$ cat src/rtl/gem_kchar_tx.sv
// GEM optohybrid frame-separator K-character generator, one per fiber.
// Sends BC/F7/FB/FD with BC0, overflow and resync markers plus fault injection.
module gem_kchar_tx #(
    parameter int ORBIT_LEN   = 3564,
    parameter int BC0_BX      = 0,
    parameter int RESYNC_HOLD = 16
) (
    input  logic        clock,
    input  logic        global_reset,
    input  logic        enable,
    input  logic        ttc_resync,
    input  logic        overflow,
    input  logic        inject_err,
    input  logic        inject_slip,
    output logic [7:0]  kchar,
    output logic        kchar_valid,
    output logic        bc0_sent,
    output logic        resync_sent,
    output logic        sync_done,
    output logic [11:0] bx_count,
    output logic [15:0] ovf_count
);

    typedef enum logic [1:0] {
        IDLE,
        RESYNC,
        MARK,
        RUN
    } state_t;

    localparam logic [7:0]  HOLD_LD = (RESYNC_HOLD == 0) ? 8'd1 : 8'(RESYNC_HOLD);
    localparam logic [11:0] BX_LAST = 12'(ORBIT_LEN - 1);
    localparam logic [11:0] BX_BC0  = 12'(BC0_BX);

    localparam logic [7:0] K_IDLE = 8'h00;
    localparam logic [7:0] K_BC0  = 8'h1C;
    localparam logic [7:0] K_RSYN = 8'h3C;
    localparam logic [7:0] K_OVF  = 8'hFE;

    state_t      state;
    logic [7:0]  hold;
    logic [1:0]  sep_idx;
    logic        err_pend;
    logic        slip_pend;

    logic [11:0] bx_next;
    logic        in_run;
    logic        err_eff;
    logic        slip_eff;
    logic [7:0]  emit_k;
    logic        emit_bc0;
    logic        emit_ovf;
    logic [1:0]  emit_idx;
    logic        emit_err_pend;
    logic        emit_slip_pend;

    function automatic logic [7:0] sep_char(input logic [1:0] idx);
        logic [7:0] c;
        unique case (idx)
            2'd0:    c = 8'hBC;
            2'd1:    c = 8'hF7;
            2'd2:    c = 8'hFB;
            default: c = 8'hFD;
        endcase
        return c;
    endfunction

    // Character selection for the next RUN cycle (BC0 > FE > error > separator).
    always_comb begin
        bx_next        = (bx_count == BX_LAST) ? 12'd0 : bx_count + 12'd1;
        in_run         = (state == RUN);
        err_eff        = err_pend | (inject_err & in_run);
        slip_eff       = slip_pend | (inject_slip & in_run);
        emit_k         = sep_char(sep_idx);
        emit_bc0       = 1'b0;
        emit_ovf       = 1'b0;
        emit_idx       = sep_idx + 2'd1;
        emit_err_pend  = err_eff;
        emit_slip_pend = slip_eff;
        if (bx_next == BX_BC0) begin
            emit_k   = K_BC0;
            emit_bc0 = 1'b1;
        end else if (overflow) begin
            emit_k   = K_OVF;
            emit_ovf = 1'b1;
        end else begin
            if (err_eff) begin
                emit_k = K_IDLE;
            end
            if (slip_eff) begin
                emit_idx = sep_idx;
            end
            emit_err_pend  = 1'b0;
            emit_slip_pend = 1'b0;
        end
    end

    // Link state machine with registered K-char stream outputs.
    always_ff @(posedge clock) begin
        if (global_reset) begin
            state       <= IDLE;
            hold        <= 8'd0;
            sep_idx     <= 2'd0;
            err_pend    <= 1'b0;
            slip_pend   <= 1'b0;
            kchar       <= K_IDLE;
            kchar_valid <= 1'b0;
            bc0_sent    <= 1'b0;
            resync_sent <= 1'b0;
            sync_done   <= 1'b0;
            bx_count    <= 12'd0;
            ovf_count   <= 16'd0;
        end else begin
            bc0_sent    <= 1'b0;
            resync_sent <= 1'b0;
            if (!enable) begin
                state       <= IDLE;
                sep_idx     <= 2'd0;
                err_pend    <= 1'b0;
                slip_pend   <= 1'b0;
                kchar       <= K_IDLE;
                kchar_valid <= 1'b0;
                sync_done   <= 1'b0;
            end else if (state == IDLE ||
                         (state == RUN && ttc_resync)) begin
                state       <= RESYNC;
                hold        <= HOLD_LD;
                sep_idx     <= 2'd0;
                err_pend    <= 1'b0;
                slip_pend   <= 1'b0;
                kchar       <= K_IDLE;
                kchar_valid <= 1'b0;
                sync_done   <= 1'b0;
            end else if (state == RESYNC) begin
                sep_idx     <= 2'd0;
                kchar_valid <= 1'b0;
                sync_done   <= 1'b0;
                if (ttc_resync) begin
                    hold  <= HOLD_LD;
                    kchar <= K_IDLE;
                end else if (hold <= 8'd1) begin
                    state       <= MARK;
                    hold        <= 8'd0;
                    kchar       <= K_RSYN;
                    kchar_valid <= 1'b1;
                    resync_sent <= 1'b1;
                    bx_count    <= 12'd0;
                    sep_idx     <= 2'd1;
                end else begin
                    hold  <= hold - 8'd1;
                    kchar <= K_IDLE;
                end
            end else begin
                state       <= RUN;
                kchar       <= emit_k;
                kchar_valid <= 1'b1;
                sync_done   <= 1'b1;
                bc0_sent    <= emit_bc0;
                bx_count    <= bx_next;
                sep_idx     <= emit_idx;
                err_pend    <= emit_err_pend;
                slip_pend   <= emit_slip_pend;
                if (emit_ovf && ovf_count != 16'hFFFF) begin
                    ovf_count <= ovf_count + 16'd1;
                end
            end
        end
    end

endmodule
$ cat config.mk
export PLATFORM = sky130hd
export DESIGN_NAME = gem_kchar_tx
export DESIGN_NICKNAME = d
export VERILOG_FILES = /design/src/rtl/gem_kchar_tx.sv
export SDC_FILE = /design/constraint.sdc
export NUM_CORES = 1
export LEC_CHECK = 0
export BUFFER_PORTS_ARGS = -buffer_cell sky130_fd_sc_hd__buf_2
export CAP_MARGIN = 25
export CORE_UTILIZATION = 30
export DETAILED_ROUTE_END_ITERATION = 10
export SLEW_MARGIN = 25
export SYNTH_ARGS = -nofsm -noshare
export SYNTH_HDL_FRONTEND = slang
export SYNTH_SLANG_ARGS = --single-unit
$ cat constraint.sdc
create_clock -name clock -period 3.9 [get_ports clock]
set_input_delay 0.195 -clock clock [delete_from_list [all_inputs] [get_ports clock]]
set_output_delay 0.195 -clock clock [all_outputs]
set_load 0.05 [all_outputs]
== Word level (Yosys, flattened, before mapping) ==
Cells that the tools add are included.
Word-level totals
  register bits: 54
  latch bits: 0
  RAM bits: 0
  memory bits (read-only): 0
  output and inout port bits: 40
  memories kept: 0
Cells by class
  add/subtract/negate cells: 4
  multiply operators: 0
  div/mod/pow operators: 0
  $lt $le $gt $ge: 1
  equal/unequal tests: 11
  shift operators: 0
  mux-type cells: 36
  bitwise operators: 7
  reduce and logical (&&, ||, !) cells: 16
Operator list (number)
  2-to-1 mux 8 bit: 8
  2-to-1 mux 12 bit: 4
  case mux 7 bit (3 select lines): 1
  adder 16 x 1 -> 16 bit, second input constant: 1
  != test 16 bit, second input constant: 1
  2-to-1 mux 1 bit: 14
  2-to-1 mux 2 bit: 7
  adder 12 x 1 -> 12 bit, second input constant: 1
  equality test 12 bit, second input constant: 1
  logical NOT 12 bit: 1
  2-to-1 mux 6 bit: 2
  less-or-equal comparator 8 x 1 -> 1 bit, second input constant: 1
  AND reduction 4 bit: 2
  OR reduction 4 bit: 2
  subtractor 8 x 1 -> 8 bit, second input constant: 1
  AND reduction 2 bit: 3
  equality test 2 x 1 -> 1 bit, second input constant: 2
  equality test 2 bit, second input constant: 2
  logical NOT 2 bit: 2
  != test 4 x 2 -> 1 bit, second input constant: 1
  != test 3 x 2 -> 1 bit, second input constant: 1
  != test 3 bit, second input constant: 1
  inverter 1 bit: 3
  OR reduction 3 bit: 1
  9 further kinds: 12

== Logic depth before layout (Yosys ltp) ==
Gate-level depths: netlist (run 1).
  depth in word-level cells: 7
  gate-level depth with buffers: 11

== Worst setup path after synthesis (run 1) ==
OpenSTA, ideal clock, no wires.
  path kind: register to register
  start point: register bx_count[0]
  end point: register ovf_count[15]
  library setup time: 121 ps
  data arrival time: 2644 ps
  required time: 3779 ps
  setup slack: 1135 ps
  stages on the path, launching flop included: 10
  buffers on the path: 1
  period minus slack after synthesis: 2765 ps
  cells stage by stage: dfxtp_1 > ha_1 > buf_2 > nand2_1 > o21a_1 > a41o_1 > a31o_1 > a211oi_2 > and4_1 > mux2_2
Between the ends
  longest elaborated chain between the ends: 6
  elaborated cells on any way between the ends: 7
  classes of those cells: add/sub (1); eq/ne (1); mux (2); reduce/logical (3)
RTL lines
  start, declared: line 20  | output logic [11:0] bx_count,
  start signal, assigned: line 159  | bx_count <= bx_next;
  adder 12 x 1 -> 12 bit / equality test 12 bit (equally long branches): line 70  | bx_next = (bx_count == BX_LAST) ? 12'd0 : bx_count + 12'd1;
  2-to-1 mux 12 bit (*): line 70
  logical NOT 12 bit (*): line 80  | if (bx_next == BX_BC0) begin
  2-to-1 mux 1 bit (*): line 80
  logical AND 1 bit (*): line 163  | if (emit_ovf && ovf_count != 16'hFFFF) begin
  AND reduction 4 bit (no source line) (*)
  end signal, assigned: line 164  | ovf_count <= ovf_count + 16'd1;
  end, declared: line 21  | output logic [15:0] ovf_count
Mark *: on every way between the ends. The rest lies on a longest branch, timed or not.
A chain may end at the register's enable or synchronous reset.

== Worst setup path after layout (run 1) ==
Same ends and word-level chain as after synthesis.

==> run metrics, run 1 <==
outcome=finished, violations left; failing checks=DRC; endpoints failing setup=0; Layout Skew=0.00871 ns; clk sinks=54; Yosys top cell area share=38.5%; ys flop type=dfxtp_1; Reg2Reg Setup Slack=1.13 ns; htree depth=2; syn_nets=352; cell accounting for the most synthesized area=dfxtp_1; Final WS setup=1.13 ns; total number of vias=2582; Die Y=98.7 µm; leakage=0.00126 µW; Die ar.=0.00975 mm²; Placed Area=0.00309 mm²; routability congestion estimate=0.839; post-route minimum period=2.77 ns; max cap viols=0; RR Startpoint=bx_count[0]$_SDFFE_PP0P_; gr ovfl total=0; Port Buffers=46; Power Density=321 mW/mm²; antenna violations before repair=0; max incr delay on CP=0.51 ns; Crit Reg-Reg Endpoint=ovf_count[15]$_SDFFE_PP0P_; Post-Place Worst Slack=1.16 ns; R2R cell count=8; Design Area, Final=0.00320 mm²; clk_lat worst skew=0.31 ns; CP startpoint kind=flip-flop; TNS Setup=0 ns; Post-CTS Setup Repair Bufs=0; Worst Path Max Fanout=8; Synth cell types=59; Vias/cell=5.33; DRT Wirelength=6.59 mm; register area=0.00108 mm²; Arr. time, crit path=2.97 ns; first-pass GRT wire length=11.0 mm; # rows=34; drt first pass iters=7; CTS tree=built; crit-path cells=ha_1 > nand2_1 > o21a_1 > a41o_1 > a31o_1 > a211oi_2 > and4_1 > mux2_2; mapped cell area=0.00281 mm²; Die W=98.7 µm; async set or reset register ratio after synthesis=0%; CTS Buffer Depth=2; CP required=4.10 ns; drt wl/cell=13.6 µm; clock root buffer=clkbuf_8; fmax=0.361 GHz; Worst Setup EP=ovf_count[15]$_SDFFE_PP0P_; TritonCTS Buffers=5; Global Route Usage Sum=13.8%; Reg clk slew, reported paths=0.10 ns; I/O pin total=47; Detail Route Antenna Nets=0; 1st-iter DRT viols=124; syn avg cell area=8.31 µm²; drt drc=1; layout cells sized above 1=19.4%; Final Hold Fails=0; ranking of synthesized cells by area=dfxtp_1 (39%), nor2_1 (5.1%), nand2_1 (4.0%); Multi-input gate area=0.00160 mm²; kind of critical path=flip-flop to flip-flop; Ys Warns=0; worst hold path class=input port to flip-flop; cts hold-fix bufs=0; Resize count post-CTS=0; nets@finish=389; Worst-Margin Slew=0.633 ns; Slew Limit Fails=0; Final HPWL DP=4.81 mm; initial core utilization=31.6%; synthesized instance count=338; Fillers=913; Crit. End Element=flip-flop; crit path launch=bx_count[0]$_SDFFE_PP0P_; Seq/Total Area, Yosys=38.5%; number of global-route vias before repair=2329; Layout area overhead=13.9%; EDFF count, synth=0; worst vdd rail ir drop=147 µV; #FFs+latches synth=54; Max-slew headroom=57.7%; # diodes=0; RSZ-0062 raised after global routing=no; fin crit share=71.1%; core area=0.00889 mm²; largest net degree at the start of global routing=31; CP max stage cell=a211oi_2
-- Yosys cell counts (4+ instances only) --
cell      count
xor2_1        4
mux2_2        6
and3_1        9
or4_1         4
ha_1          7
nor3_1       13
nor2_1       38
a31oi_1       5
buf_2         4
clkbuf_1      7
nor2b_1       7
dfxtp_1      54
o41ai_1       5
nand2b_1      7
o21ai_0      18
a21oi_1      22
nor4_1        6
nand4_1       9
inv_1         9
and2_1        4
nand3_1      11
nand2_1      30
xnor2_1       7
buf_4         4
-- metrics by stage --
stage	std cells	hold WS, ns	power, µW	util (%)
after floorplan	338	0.366	646	-
after global placement	476	0.471	664	34.7
after detailed placement	476	0.479	666	34.7
after CTS	484	0.186	1040	36.0
after global routing	484	0.188	1080	36.0
final	484	0.192	1030	36.0
-- registers in the layout (all words and copies together) (netlist names) --
register / cells
bc0_sent: 1
sep_idx: 2
state: 2
resync_sent: 1
hold: 8
err_pend: 1
kchar: 8
sync_done: 1
slip_pend: 1
bx_count: 12
ovf_count: 16
kchar_valid: 1
-- cell families (layout without fill, tap and decap cells) --
logic type / after synthesis / in the layout / synth area share, %
compound gates: 72 / 72 / 16.6
xor+xnor: 11 / 11 / 3.43
fa+ha+maj: 7 / 7 / 3.12
buf+inv: 27 / 65 / 4.59
flops: 54 / 54 / 38.5
mux: 8 / 8 / 3.12
simple gates: 159 / 159 / 30.6
-- worst max-delay path, delay by kind of cell, from the launching register on --
family | cells | cell delay [ns]
compound gates | 4 | 1.13
flops | 1 | 0.48
simple gates | 2 | 0.39
fa+ha+maj | 1 | 0.34
mux | 1 | 0.33
-- metal layers --
layer	vias up	wire length (µm)	track usage (%)	part of all wire (%)
li1	1292	-	-	-
met1	1215	3180	18.4	48
met2	67	3020	22.0	46
met3	8	325	3.40	4.9
met4	0	70	4.02	1.1
met5	-	0	0	0
-- area by class of cell --
class	instances	share of cell area (%)
Clock inverter	2	1.17
Multi-Input combinational cell	257	49.9
Clock buffer	6	2.27
Sequential cell	54	33.8
Inverter	10	1.17
Tap cell	108	4.22
Timing Repair Buffer	47	7.43
-- how the worst min path moves through the flow --
stage                                       start                        to  slack [ns]  depth (start not counted)
after floorplan                            enable  bx_count[0]$_SDFFE_PP0P_        0.37                          2
after global placement    sep_idx[1]$_SDFFE_PP0P_   sep_idx[1]$_SDFFE_PP0P_        0.47                          2
after detailed placement  sep_idx[1]$_SDFFE_PP0P_   sep_idx[1]$_SDFFE_PP0P_        0.48                          2
after CTS                                overflow       kchar[0]$_SDFF_PP0_        0.19                          2
after global routing                     overflow       kchar[0]$_SDFF_PP0_        0.19                          2
final                                    overflow       kchar[0]$_SDFF_PP0_        0.19                          2
-- power breakdown --
group / total, µW / internal, µW / leakage (µW) / switching [µW]
Clock: 375 / 192 / 0.0000514 / 183
Combinational: 82.1 / 27.5 / 0.000775 / 54.6
Sequential: 571 / 561 / 0.000437 / 9.53
Total: 1030 / 780 / 0.00126 / 247
-- placed cells by master, fill, tap and decap left out, types with 3 or more instances in the layout --
master and count:
dfxtp_1 54, nand4_1 9, nand2b_1 7, nand3_1 11
a21oi_1 22, or4b_1 3, o31ai_1 3, ha_1 7
o41ai_1 5, xor2_1 4, clkbuf_8 5, inv_1 9
o21ai_0 18, and2_1 4, a31oi_1 5, nor3_1 13
and3_1 9, nand4b_1 3, nand2_1 30, nor2_1 38
o211ai_1 3, nor2b_1 7, mux2_2 6, buf_2 46
nor4_1 6, xnor2_1 7, or4_1 4
Power figures use the tool's default switching activity.
==> run 2: changes to the inputs <==
==> constraint.sdc (replaced) <==
create_clock -name clock -period 2.5 [get_ports clock]
set_input_delay 0.125 -clock clock [delete_from_list [all_inputs] [get_ports clock]]
set_output_delay 0.125 -clock clock [all_outputs]
set_load 0.05 [all_outputs]
==> run 2 against run 1 <==
  * The run now ends clean
  * Power grew 50%
  * Worst setup slack got worse by 1.0 ns
  * First-iteration DRC count down 22%
  * Final area rose by 5.2%
  * Count of clock-buffer cells in the layout shrank 1
  * Combinational power up 68%
  * Critical path depth did not move
  * Cell count rose by 3.3%
  * Critical endpoint is now ovf_count[12]$_SDFFE_PP0P_
  * Largest power group unchanged
==> run metrics, run 2 (same netlist as run 1, synthesis figures left out) <==
outcome=complete, no violations (was finished, violations left); # diodes=0 (unchanged); logic gate share of total power=8.9% (was 8.0%); cts hold-fix bufs=0 (unchanged); worst hold path class=input port to flip-flop (unchanged); antenna violations before repair=0 (unchanged); layout cells sized above 1=26.8% (was 19.4%); kind of critical path=flip-flop to flip-flop (unchanged); register area=0.00110 mm² (was 0.00108 mm²); max incr delay on CP=0.49 ns (was 0.51 ns); Internal=1120 µW (was 780 µW); clock root buffer=clkbuf_8 (unchanged); Max-slew headroom=63.4% (was 57.7%); # rows=34 (unchanged); Most flops, register=ovf_count (unchanged); CP required=2.76 ns (was 4.10 ns); Final HPWL DP=5.02 mm (was 4.81 mm); 1st-iter DRT viols=97 (was 124); initial core utilization=31.6% (unchanged); Final Hold Fails=0 (unchanged); DRT Wirelength=6.95 mm (was 6.59 mm); Layout Skew=0.00975 ns (was 0.00871 ns); TNS Setup=0 ns (unchanged); Detail Route Antenna Nets=0 (unchanged); max reg flops=16 (unchanged); post-route minimum period=2.38 ns (was 2.77 ns); leakage=0.00137 µW (was 0.00126 µW); leading cell type in the layout, fill and taps excluded=buf_2 (was dfxtp_1); Worst Path Max Fanout=10 (was 8); TritonCTS Buffers=5 (unchanged); Die ar.=0.00975 mm² (unchanged); CP max stage cell=or4_1 (was a211oi_2); Clock Power Share=33.6% (was 36.5%); Psw=418 µW (was 247 µW); Switching Share=27.1% (was 24.0%); Fillers=914 (was 913); Global Route Usage Sum=14.8% (was 13.8%); first-pass GRT wire length=11.9 mm (was 11.0 mm); clk sinks=54 (unchanged); nets@finish=405 (was 389); Vias/cell=5.31 (was 5.33); number of global-route vias before repair=2529 (was 2329); Crit. End Element=flip-flop (unchanged); total power=1540 µW (was 1030 µW); drt drc=0 (was 1); Port Buffers=46 (unchanged); core area=0.00889 mm² (unchanged); max cap viols=0 (unchanged); Worst-Margin Slew=0.549 ns (was 0.633 ns); Arr. time, crit path=2.64 ns (was 2.97 ns); RSZ-0062 raised after global routing=no (unchanged); CTS Buffer Depth=2 (unchanged); Flop pwr share=57.5% (was 55.5%); fmax=0.420 GHz (was 0.361 GHz); Top Registers=ovf_count: 16 flops, bx_count: 12 flops (unchanged); drt first pass iters=6 (was 7); gr ovfl total=0 (unchanged); CTS tree=built (unchanged); Power Density=458 mW/mm² (was 321 mW/mm²); drt wl/cell=13.9 µm (was 13.6 µm); Layout area overhead=19.9% (was 13.9%); I/O pin total=47 (unchanged); Die W=98.7 µm (unchanged); commonest non-fill, non-tap cells in the layout=buf_2 (46), dfxtp_1 (44), nor2_1 (38) (was dfxtp_1 (54), buf_2 (46), nor2_1 (38)); total number of vias=2654 (was 2582); Reg clk slew, reported paths=0.11 ns (was 0.10 ns); crit-path cells=nand3_2 > or3_1 > a41o_1 > a31o_2 > and2_4 > buf_4 > or4_1 > a21oi_1 (was ha_1 > nand2_1 > o21a_1 > a41o_1 > a31o_1 > a211oi_2 > and4_1 > mux2_2); fin crit share=95.2% (was 71.1%); Multi-input gate area=0.00165 mm² (was 0.00160 mm²); endpoints failing setup=0 (unchanged); CP startpoint kind=flip-flop (unchanged); worst vdd rail ir drop=190 µV (was 147 µV); Die Y=98.7 µm (unchanged); Slew Limit Fails=0 (unchanged); largest net degree at the start of global routing=31 (unchanged); routability congestion estimate=0.855 (was 0.839); htree depth=2 (unchanged); clk_lat worst skew=0.32 ns (was 0.31 ns)
[run 2: stage by stage]
stage | utilization (%) | worst slack (ns) | hold slack, ns | std cells | instance area [µm²]
3_3_place_gp | 36.1 | 0.0601 | 0.457 | 490 | 3210
6_report | 37.9 | 0.119 | 0.106 | 500 | 3370
4_1_cts | 37.3 | 0.0147 | 0.100 | 498 | 3320
2_1_floorplan | - | 0.00354 | 0.283 | 338 | 2830
3_5_place_dp | 36.1 | 0.00767 | 0.452 | 490 | 3210
5_1_grt | 37.9 | 0.00313 | 0.115 | 500 | 3370
[run 2: per-layer routing]
| metal | up-vias | global-route usage (%) | share of wire, % |
|---|---|---|---|
| met3 | 8 | 3.76 | 4.6 |
| met5 | - | 0 | 0 |
| met1 | 1256 | 19.6 | 48 |
| li1 | 1328 | - | - |
| met2 | 62 | 23.3 | 46 |
| met4 | 0 | 4.82 | 1.2 |
[run 2: power by group through the flow]
stage	clock network, µW	registers [µW]	logic [µW]
after floorplan	0	918	87.3
after global placement	0	907	135
after detailed placement	0	908	136
after CTS	536	888	137
after global routing	574	889	156
final	518	886	138
[run 2: path summary, 6_finish.rpt]
kind	from	end	slack, ns	cells after the start
worst max-delay path	bx_count[6]$_SDFFE_PP0P_	ovf_count[12]$_SDFFE_PP0P_	0.12	8
worst min-delay path	overflow	kchar[0]$_SDFF_PP0_	0.11	2
worst max register to register	bx_count[6]$_SDFFE_PP0P_	ovf_count[12]$_SDFFE_PP0P_	0.12	8
worst min register to register	sep_idx[1]$_SDFFE_PP0P_	sep_idx[1]$_SDFFE_PP0P_	0.50	2
[run 2: area by class of cell]
| type | instances | area share (%) |
|---|---|---|
| clock buffer | 5 | 2.04 |
| clock inverter | 3 | 0.743 |
| inverter | 10 | 1.12 |
| multi-input combinational | 258 | 48.9 |
| sequential | 54 | 32.8 |
| tap | 108 | 4.01 |
| timing repair buffer | 62 | 10.4 |
[run 2: worst max-delay path: cells and delay by family (launching register included)]
| family | cells | cell delay [ns] |
|---|---|---|
| AO/OA/AOI/OAI | 3 | 0.64 |
| buffers and inverters | 1 | 0.15 |
| flip-flops | 1 | 0.41 |
| AND/OR/NAND/NOR | 4 | 1.11 |
[run 2: repair_timing]
item                                    CTS  global route
resized for setup                         2             9
gates cloned                              0             1
pin swaps                                 1             3
endpoints found under the setup margin    2            26
setup buffers                             0             1
==> run 3: changes to the inputs <==
--- a/config.mk
+++ b/config.mk
@@ -5,10 +5,12 @@
 export SDC_FILE = /design/constraint.sdc
 export NUM_CORES = 1
 export LEC_CHECK = 0
-export BUFFER_PORTS_ARGS = -buffer_cell sky130_fd_sc_hd__buf_2
 export CAP_MARGIN = 25
+export CORE_MARGIN = 4
 export CORE_UTILIZATION = 30
 export DETAILED_ROUTE_END_ITERATION = 10
+export DONT_BUFFER_PORTS = 1
+export GPL_ROUTABILITY_DRIVEN = 0
 export SLEW_MARGIN = 25
 export SYNTH_ARGS = -nofsm -noshare
 export SYNTH_HDL_FRONTEND = slang
==> run 3 against run 2 <==
  * Combinational power shrank 18%
  * Clock skew grew 0.0025 ns
  * Worst setup slack lost 0.0084 ns
  * Maximum frequency shrank 0.35%
  * Worst hold slack lost 0.073 ns
  * Routed wire length grew 5.8%
  * Global-route usage shrank 1.2 points
  * Flip-flop and latch count is the same
==> run metrics, run 3 (same netlist as run 1, synthesis figures left out) <==
worst hold path class=input port to flip-flop (unchanged); Placed Area=0.00315 mm² (was 0.00321 mm²); clk_lat worst skew=0.32 ns (about the same); max reg flops=16 (unchanged); antenna violations before repair=0 (unchanged); # diodes=0 (unchanged); max incr delay on CP=0.38 ns (was 0.49 ns); Worst Path Max Fanout=6 (was 10); # rows=35 (was 34); outcome=complete, no violations (unchanged); Top Registers=ovf_count: 16 flops, bx_count: 12 flops (unchanged); Global Route Usage Sum=13.5% (was 14.8%); clock root buffer=clkbuf_8 (unchanged); Final WS setup=0.111 ns (was 0.119 ns); leakage=0.00125 µW (was 0.00137 µW); RSZ-0062 raised after global routing=no (unchanged); endpoints failing setup=0 (unchanged); worst vdd rail ir drop=190 µV (about the same); Fillers=984 (was 914); CTS tree=built (unchanged); max cap viols=0 (unchanged); clk sinks=54 (unchanged); CP required=2.72 ns (was 2.76 ns); CP max stage cell=dfxtp_4 (was or4_1); gr ovfl total=0 (unchanged); Final Hold Fails=0 (unchanged); number of global-route vias before repair=2624 (was 2529); Layout area overhead=18.7% (was 19.9%); layout cells sized above 1=21.0% (was 26.8%); drt wl/cell=15.2 µm (was 13.9 µm); commonest non-fill, non-tap cells in the layout=dfxtp_1 (44), nor2_1 (38), buf_4 (37) (was buf_2 (46), dfxtp_1 (44), nor2_1 (38)); Detail Route Antenna Nets=0 (unchanged); Die Y=105 µm (was 98.7 µm); 1st-iter DRT viols=199 (was 97); Vias/cell=5.35 (was 5.31); kind of critical path=flip-flop to flip-flop (unchanged); fin crit share=95.6% (was 95.2%); I/O pin total=47 (unchanged); nets@finish=384 (was 405); Max-slew headroom=51.1% (was 63.4%); TritonCTS Buffers=5 (unchanged); Die ar.=0.0110 mm² (was 0.00975 mm²); total number of vias=2578 (was 2654); Worst-Margin Slew=0.731 ns (was 0.549 ns); CTS Buffer Depth=2 (unchanged); crit-path cells=buf_4 > and3_1 > a31oi_1 > nor4b_1 > a31o_1 > a211oi_2 > and4_1 > mux2_2 (was nand3_2 > or3_1 > a41o_1 > a31o_2 > and2_4 > buf_4 > or4_1 > a21oi_1); fmax=0.419 GHz (was 0.420 GHz); Most flops, register=ovf_count (unchanged); Port Buffers=0 (was 46); Post-Place Worst Slack=-0.00881 ns (was 0.00767 ns); TNS Setup=0 ns (unchanged); core area=0.00920 mm² (was 0.00889 mm²); Die W=105 µm (was 98.7 µm); CP startpoint kind=flip-flop (unchanged); first-pass GRT wire length=12.4 mm (was 11.9 mm); htree depth=2 (unchanged); Post-CTS Setup Repair Bufs=0 (unchanged); leading cell type in the layout, fill and taps excluded=dfxtp_1 (was buf_2); Arr. time, crit path=2.61 ns (was 2.64 ns); Design Area, Final=0.00333 mm² (was 0.00337 mm²); Crit. End Element=flip-flop (unchanged); post-route minimum period=2.39 ns (was 2.38 ns); drt drc=0 (unchanged); DRT Wirelength=7.35 mm (was 6.95 mm); Power Density=487 mW/mm² (was 458 mW/mm²); initial core utilization=30.5% (was 31.6%); drt first pass iters=4 (was 6); largest net degree at the start of global routing=23 (was 31); Final HPWL DP=5.39 mm (was 5.02 mm); Reg clk slew, reported paths=0.11 ns (about the same); Slew Limit Fails=0 (unchanged); Layout Skew=0.0123 ns (was 0.00975 ns)
-- run 3: changes by cell type in the layout (fill, tap and decap cells not counted), sizes merged --
cell / previous run / this run
buf: 62 / 37
dlygate4sd3: 0 / 4
bufinv: 0 / 1
clkinvlp: 1 / 0
-- run 3: final timing paths --
path / startpoint / endpoint / slack (ns) / cells past startpoint
max: bx_count[0]$_SDFFE_PP0P_ / ovf_count[15]$_SDFFE_PP0P_ / 0.11 / 8
min: global_reset / ovf_count[4]$_SDFFE_PP0P_ / 0.03 / 2
max reg2reg: bx_count[0]$_SDFFE_PP0P_ / ovf_count[15]$_SDFFE_PP0P_ / 0.11 / 8
min reg2reg: sep_idx[1]$_SDFFE_PP0P_ / sep_idx[1]$_SDFFE_PP0P_ / 0.51 / 2
-- run 3: power breakdown --
| part | leakage [µW] | internal, µW | switching, µW |
|---|---|---|---|
| registers | 0.000442 | 873 | 28.0 |
| logic | 0.000744 | 46.8 | 66.3 |
| clock network | 0.0000585 | 301 | 309 |
-- run 3: layout make-up --
| class | instances | area, µm² | share of cell area [%] |
|---|---|---|---|
| Multi-Input combinational cell | 258 | 1630 | 48.8 |
| Clock inverter | 3 | 43.8 | 1.31 |
| Inverter | 10 | 37.5 | 1.13 |
| Timing Repair Buffer | 41 | 318 | 9.53 |
| Tap cell | 111 | 139 | 4.17 |
| Clock buffer | 5 | 68.8 | 2.06 |
| Sequential cell | 54 | 1100 | 33.0 |
-- run 3: per-layer routing --
layer | wire [µm] | GRT usage, % | up-vias
li1 | - | - | 1291
met1 | 3240 | 16.0 | 1223
met2 | 3560 | 23.3 | 55
met3 | 456 | 4.26 | 9
met4 | 90 | 4.03 | 0
met5 | 0 | 0 | -
-- run 3: stage by stage --
step | util (%) | total power, µW | hold WS, ns | std cells
after detailed placement | 34.3 | 1020 | 0.195 | 469
after floorplan | - | 1010 | 0.283 | 338
final | 36.2 | 1620 | 0.0330 | 482
after CTS | 36.0 | 1640 | 0.0265 | 481
after global placement | 34.3 | 1020 | 0.193 | 469
after global routing | 36.2 | 1700 | 0.0390 | 482
-- run 3: worst max-delay path, delay by kind of cell (launching register included) --
kind	cells	cell delay [ns]
AOI/OAI and AO/OA	3	0.86
and+or+nand+nor	3	0.53
DFF	1	0.38
muxes	1	0.33
buffers and inverters	1	0.20
-- run 3: what timing repair did --
action | 4_1_cts | 5_1_grt
setup endpoints to repair | 1 | 25
hold buffers | 4 | 0
resized for setup | 1 | 4
pin swaps | 0 | 2
cloned | 0 | 1
hold endpoints to repair | 23 | 0
